`src/rtl/cgra_clock_gate_pkg.sv`:
```
// Shared types and constants for the CGRA column clock-gate controller.
package cgra_clock_gate_pkg;

  // Width of the per-column wake settle counter (WAKE_CYCLES is limited to 0..7).
  localparam int WAKE_CNT_W = 3;

  // Per-column gating state.
  typedef enum logic [1:0] {
    GATED  = 2'd0,
    WAKING = 2'd1,
    ACTIVE = 2'd2
  } col_state_t;

  // Value loaded into the wake counter when a column starts waking.
  // The counter reaches zero on the edge before the column becomes ready.
  function automatic logic [WAKE_CNT_W-1:0] wake_load(input int cycles);
    if (cycles > 0) begin
      return WAKE_CNT_W'(cycles - 1);
    end
    return '0;
  endfunction

endpackage

```
`src/rtl/cgra_clock_gate_col_fsm.sv`:
```
// One CGRA column's gating FSM: wakes on request, reports ready after the
// settle delay, and gates again after a run of consecutive idle cycles.
module cgra_clock_gate_col_fsm
  import cgra_clock_gate_pkg::*;
#(
  parameter int IDLE_W      = 8,
  parameter int WAKE_CYCLES = 2
) (
  input  logic              clk_i,
  input  logic              rst_i,
  input  logic [IDLE_W-1:0] cfg_idle_thresh_i,
  input  logic              req_i,
  input  logic              busy_i,
  output logic              en_o,
  output logic              ready_o
);

  localparam logic [WAKE_CNT_W-1:0] WAKE_LOAD = wake_load(WAKE_CYCLES);

  col_state_t            state_q, state_d;
  logic [IDLE_W-1:0]     idle_cnt_q, idle_cnt_d;
  logic [WAKE_CNT_W-1:0] wake_cnt_q, wake_cnt_d;
  logic                  en_q, en_d;
  logic                  ready_q, ready_d;
  logic                  idle;
  logic [IDLE_W:0]       idle_next;

  // Next-state, counter and output decode; outputs follow the next state so
  // that en/ready are flops and never glitch into the clock-gating cell.
  always_comb begin
    state_d    = state_q;
    idle_cnt_d = idle_cnt_q;
    wake_cnt_d = wake_cnt_q;
    idle       = !req_i && !busy_i;
    idle_next  = {1'b0, idle_cnt_q} + (IDLE_W+1)'(1);

    case (state_q)
      GATED: begin
        idle_cnt_d = '0;
        wake_cnt_d = '0;
        if (req_i) begin
          if (WAKE_CYCLES == 0) begin
            state_d = ACTIVE;
          end else begin
            state_d    = WAKING;
            wake_cnt_d = WAKE_LOAD;
          end
        end
      end
      WAKING: begin
        idle_cnt_d = '0;
        if (wake_cnt_q == '0) begin
          state_d = ACTIVE;
        end else begin
          wake_cnt_d = wake_cnt_q - WAKE_CNT_W'(1);
        end
      end
      ACTIVE: begin
        if (idle) begin
          if ((cfg_idle_thresh_i != '0) && (idle_next >= {1'b0, cfg_idle_thresh_i})) begin
            state_d    = GATED;
            idle_cnt_d = '0;
          end else if (idle_cnt_q != '1) begin
            idle_cnt_d = idle_cnt_q + IDLE_W'(1);
          end
        end else begin
          idle_cnt_d = '0;
        end
      end
      default: begin
        state_d    = GATED;
        idle_cnt_d = '0;
        wake_cnt_d = '0;
      end
    endcase

    en_d    = (state_d != GATED);
    ready_d = (state_d == ACTIVE);
  end

  // State, counters and registered outputs; reset drops the column straight to GATED.
  always_ff @(posedge clk_i or posedge rst_i) begin
    if (rst_i) begin
      state_q    <= GATED;
      idle_cnt_q <= '0;
      wake_cnt_q <= '0;
      en_q       <= 1'b0;
      ready_q    <= 1'b0;
    end else begin
      state_q    <= state_d;
      idle_cnt_q <= idle_cnt_d;
      wake_cnt_q <= wake_cnt_d;
      en_q       <= en_d;
      ready_q    <= ready_d;
    end
  end

  assign en_o    = en_q;
  assign ready_o = ready_q;

endmodule

```
`src/rtl/cgra_clock_gate_ctrl.sv`:
```
// Per-column clock-gate enable generator for the CGRA: one independent
// gating FSM per column plus a global force-on override for test/debug.
module cgra_clock_gate_ctrl
  import cgra_clock_gate_pkg::*;
#(
  parameter int N_COL       = 4,
  parameter int IDLE_W      = 8,
  parameter int WAKE_CYCLES = 2
) (
  input  logic              clk_i,
  input  logic              rst_i,
  input  logic [IDLE_W-1:0] cfg_idle_thresh_i,
  input  logic              force_on_i,
  input  logic [N_COL-1:0]  req_i,
  input  logic [N_COL-1:0]  busy_i,
  output logic [N_COL-1:0]  clk_en_o,
  output logic [N_COL-1:0]  ready_o
);

  logic [N_COL-1:0] en_q;

  // Columns share nothing but the clock, reset and idle threshold.
  for (genvar c = 0; c < N_COL; c++) begin : g_col
    cgra_clock_gate_col_fsm #(
      .IDLE_W      (IDLE_W),
      .WAKE_CYCLES (WAKE_CYCLES)
    ) u_col_fsm (
      .clk_i             (clk_i),
      .rst_i             (rst_i),
      .cfg_idle_thresh_i (cfg_idle_thresh_i),
      .req_i             (req_i[c]),
      .busy_i            (busy_i[c]),
      .en_o              (en_q[c]),
      .ready_o           (ready_o[c])
    );
  end

  // Force-on only widens the enables; FSM state and ready are untouched.
  assign clk_en_o = en_q | {N_COL{force_on_i}};

endmodule
```
`config.mk`:
```
export PLATFORM = sky130hd
export DESIGN_NAME = cgra_clock_gate_ctrl
export DESIGN_NICKNAME = d
export VERILOG_FILES = /design/src/rtl/cgra_clock_gate_pkg.sv /design/src/rtl/cgra_clock_gate_col_fsm.sv /design/src/rtl/cgra_clock_gate_ctrl.sv
export SDC_FILE = /design/constraint.sdc
export NUM_CORES = 1
export LEC_CHECK = 0
export BUFFER_PORTS_ARGS = -buffer_cell sky130_fd_sc_hd__buf_2
export CORE_MARGIN = 1
export CORE_UTILIZATION = 40
export DETAILED_ROUTE_END_ITERATION = 7
export MAX_ROUTING_LAYER = met4
export SETUP_SLACK_MARGIN = 0.4
export SLEW_MARGIN = 10
export SYNTH_ARGS = -nofsm -noshare
export SYNTH_HDL_FRONTEND = slang
export SYNTH_SLANG_ARGS = --single-unit
```
`constraint.sdc`:
```
create_clock -name clk_i -period 2.9 [get_ports clk_i]
set_clock_uncertainty 0.2 [all_clocks]
set_input_delay 0.58 -clock clk_i [delete_from_list [all_inputs] [get_ports clk_i]]
set_output_delay 0.58 -clock clk_i [all_outputs]
set_load 0.05 [all_outputs]
```
==> impl_results.md <==
- Die Y: between 100 and 150 µm
- WL final: 9.560 mm
- Largest net degree at the start of global routing: 32
- Most used DFF post-synth: dfrtp_1
- Gr usage total: 18.89%
- Synth cell types: 63
- First DRT Iteration DRCs: 73
- Post-synth EDFFs: 0
- Crit path max-delay family: simple AND/OR/NAND/NOR gates
- Crit path from: g_col[0].u_col_fsm.idle_cnt_q[0]
- CP Max Fanout: 5
- Core Box Area: 9819 µm²
- Post-DR vias/cell: 5.245
- Setup WS pre-CTS: 155.3 ps
- Nets: approximately 550
- Crit path capture: g_col[0].u_col_fsm.idle_cnt_q[6]
- Global route overflow: 0
- Post-DP Area: roughly 4400 µm²
- Post-Synthesis Cells: ~420
- CTS tree: built
- Max-slew violation count: 0
- Drt first pass iters: 4
- Port bufs: 26
- Static Leak: between 2 and 2.5 nW
- Fmax: 390.4 MHz
- DIE AREA: 10620 µm²
- Yosys reg bits: 60
- CTS sink count: 60
- Overall power: about 2.5 mW
- Ports: 27
- WS Path Type: register to register
- RePlAce Congestion: about 0.84
- Final HPWL DP: 6.271 mm
- Dpl cells: 572
- Antenna cells: 0
- Post-route setup slack: between 300 and 400 ps
- Reg-to-reg slack, setup: roughly 340 ps
- Number of max-cap violations: 0
- Hold Vio Cnt, Final: 0
- Root Buffer Master: clkbuf_8
- Hold Path Class: input port to asynchronous set/reset pin
- CP Data Arrival Time: between 2000 and 3000 ps
- First-pass GRT wire length: between 10 and 15 mm
- Via count: approximately 3300
- Slew margin rel.: 54.95%
- Post-layout util: a little over half
- CTS Buf Count: 9
- DRT antenna net count: 0
- Levels on crit path: 12
- Async S/R FF share, synth: between 90% and 100%
- Worst path bufs/invs: 2
- Final std cells w/o fill: 620
- Worst-Margin Slew: between 600 and 700 ps
- Worst r2r path cells: 12
- Synthesis Warnings: 0
- Final period utilization: approximately 88%
- Final Setup Violations: 0
- RR Startpoint: g_col[0].u_col_fsm.idle_cnt_q[0]
- Reg-to-Reg End: g_col[0].u_col_fsm.idle_cnt_q[6]
- Clock transition at path regs: roughly 60 ps
- WL/cell: 15.42 µm
- Crit-path cells: buf_4 > ha_4 > nand2_4 > or2_4 > xnor2_2 > ha_1 > nand3_1 > nand2_1 > o21ai_2 > o311ai_4 > buf_6 > a2111oi_4
- Initial antenna violation count: 0
- Status: completed
- Worst path required time: between 2000 and 3000 ps
- Post-synthesis sequential area ratio: 36.78%
- Synth Cell Area: roughly 4100 µm²
- Starting Density: about two fifths
- Power Dens Cells: 471.9 nW/µm²
- CP max stage cell: dfrtp_1
- CP peak stage delay: around 340 ps
- DRC: 0
- H-tree depth: 3
- Synth Net Count: 482
- Min Clock Period, post-route: approximately 2600 ps
- Share of cells above drive strength 1: between 30% and 40%
- Post-route design area: 5238 µm²
- RSZ-0062 raised after global routing: true
- Setup TNS: 0 ps
- Mean Syn Cell Area: between 9 and 10 µm²
- Worst VDD drop: between 0.2 and 0.25 mV
- Longest Clk Path Bufs: 2
- Synth-to-layout area growth: 28.29%
- Crit start category: register
- Row count: 36
- CP endpoint kind: register
- Die X-Extent: ~100 µm
- Hold buffer count at cts: 0
- Clk Latency, worst-skew pair: 350 ps
- Vias in the first global route: 3050
- Worst hold slack: between 100 and 150 ps
synth_stat cells, types with 7 or more instances:
library cell | number | area [µm²]
nand2b_1 | 7 | 43.79
dfrtp_1 | 60 | 1501
nor2b_1 | 11 | 68.82
o21ai_0 | 15 | 75.07
mux2i_1 | 11 | 110.1
ha_1 | 44 | 550.5
xor2_1 | 11 | 96.34
nor3_1 | 12 | 60.06
a21oi_1 | 17 | 85.08
nor2_1 | 43 | 161.4
xnor2_1 | 19 | 166.4
a211oi_1 | 8 | 60.06
nand2_1 | 33 | 123.9
inv_1 | 25 | 93.84
nand3_1 | 18 | 90.09
or2_2 | 7 | 43.79
timing repair:
action / in CTS / in global routing
setup endpoints to repair: 36 / 41
cloned: 1 / 0
pin swaps: 8 / 40
resized for setup: 31 / 56
buffers inserted: 15 / 17
worst register-to-register path, stage by stage (launching register included):
cell and delay, ps:
dfrtp_1 340, buf_4 120, ha_4 160, nand2_4 70
or2_4 280, xnor2_2 130, ha_1 320, nand3_1 100
nand2_1 60, o21ai_2 170, o311ai_4 140, buf_6 190
a2111oi_4 170
per-layer routing:
metal / global-route usage (%) / vias up / routed length, µm
met5: - / - / 0
met4: 6.284 / 0 / 116
met3: 3.661 / 12 / 256
met2: 29.69 / 46 / 4799
met1: 24.40 / 1578 / 4388
li1: - / 1616 / -
area by class of cell:
| cell class | count | area, µm² |
|---|---|---|
| clock inverter | 3 | 15.01 |
| tap | 133 | 166.4 |
| multi-input combinational | 322 | 2835 |
| sequential | 60 | 1513 |
| clock buffer | 12 | 145.1 |
| timing repair buffer | 65 | 469.2 |
| fill | 908 | 4582 |
| inverter | 25 | 93.84 |
state kept, by name, summed over array words and instances, names as in the netlist:
signal,count
g_col.u_col_fsm.en_o,4
g_col.u_col_fsm.idle_cnt_q,32
g_col.u_col_fsm.ready_o,4
g_col.u_col_fsm.state_q,8
g_col.u_col_fsm.wake_cnt_q,12
cell families after synthesis:
group | Yosys count | share of synthesized area [%]
simple gates | 159 | 22.04
compound gates | 78 | 14.56
flops | 60 | 36.78
fa+ha+maj | 44 | 13.48
buf+inv | 37 | 4.015
xor+xnor | 30 | 6.436
mux | 11 | 2.697
layout by cell type (no fill, tap or decap), drive strengths merged, types with 2 or more instances in the layout:
cell type	netlist	layout
o31ai	5	5
nand2b	8	8
a2111oi	5	5
o22ai	3	3
mux2i	11	11
nor2b	11	11
ha	44	44
nand4	6	6
and4	3	3
clkinv	0	3
a211oi	9	9
a22o	4	4
o21ba	2	2
nor4	7	7
or2	7	7
a21oi	18	18
dfrtp	60	60
o2111ai	3	3
o221ai	2	2
inv	25	25
nor3	13	13
nor4b	2	2
clkbuf	3	12
xor2	11	11
nor2	44	44
o21ai	16	16
nand3	19	19
buf	9	65
nand2	33	33
a21o	2	2
xnor2	19	19
worst min path at each step:
| stage | startpoint | end | slack, ps | cells after the start |
|---|---|---|---|---|
| after CTS | rst_i | g_col[2].u_col_fsm.wake_cnt_q[0] | 150 | 2 |
| after floorplan | g_col[1].u_col_fsm.wake_cnt_q[1] | g_col[1].u_col_fsm.wake_cnt_q[1] | 250 | 2 |
| final | rst_i | g_col[0].u_col_fsm.idle_cnt_q[6] | 140 | 2 |
| after global routing | rst_i | g_col[0].u_col_fsm.ready_o | 190 | 2 |
| after global placement | g_col[2].u_col_fsm.wake_cnt_q[1] | g_col[2].u_col_fsm.wake_cnt_q[1] | 270 | 2 |
| after detailed placement | g_col[2].u_col_fsm.wake_cnt_q[1] | g_col[2].u_col_fsm.wake_cnt_q[1] | 270 | 2 |
power by group:
group          internal [mW]  switching (mW)
logic                  0.325           0.447
clock network          0.325           0.326
registers              0.950          0.0995
total                   1.60           0.872
(Power assumes the default switching activity.)
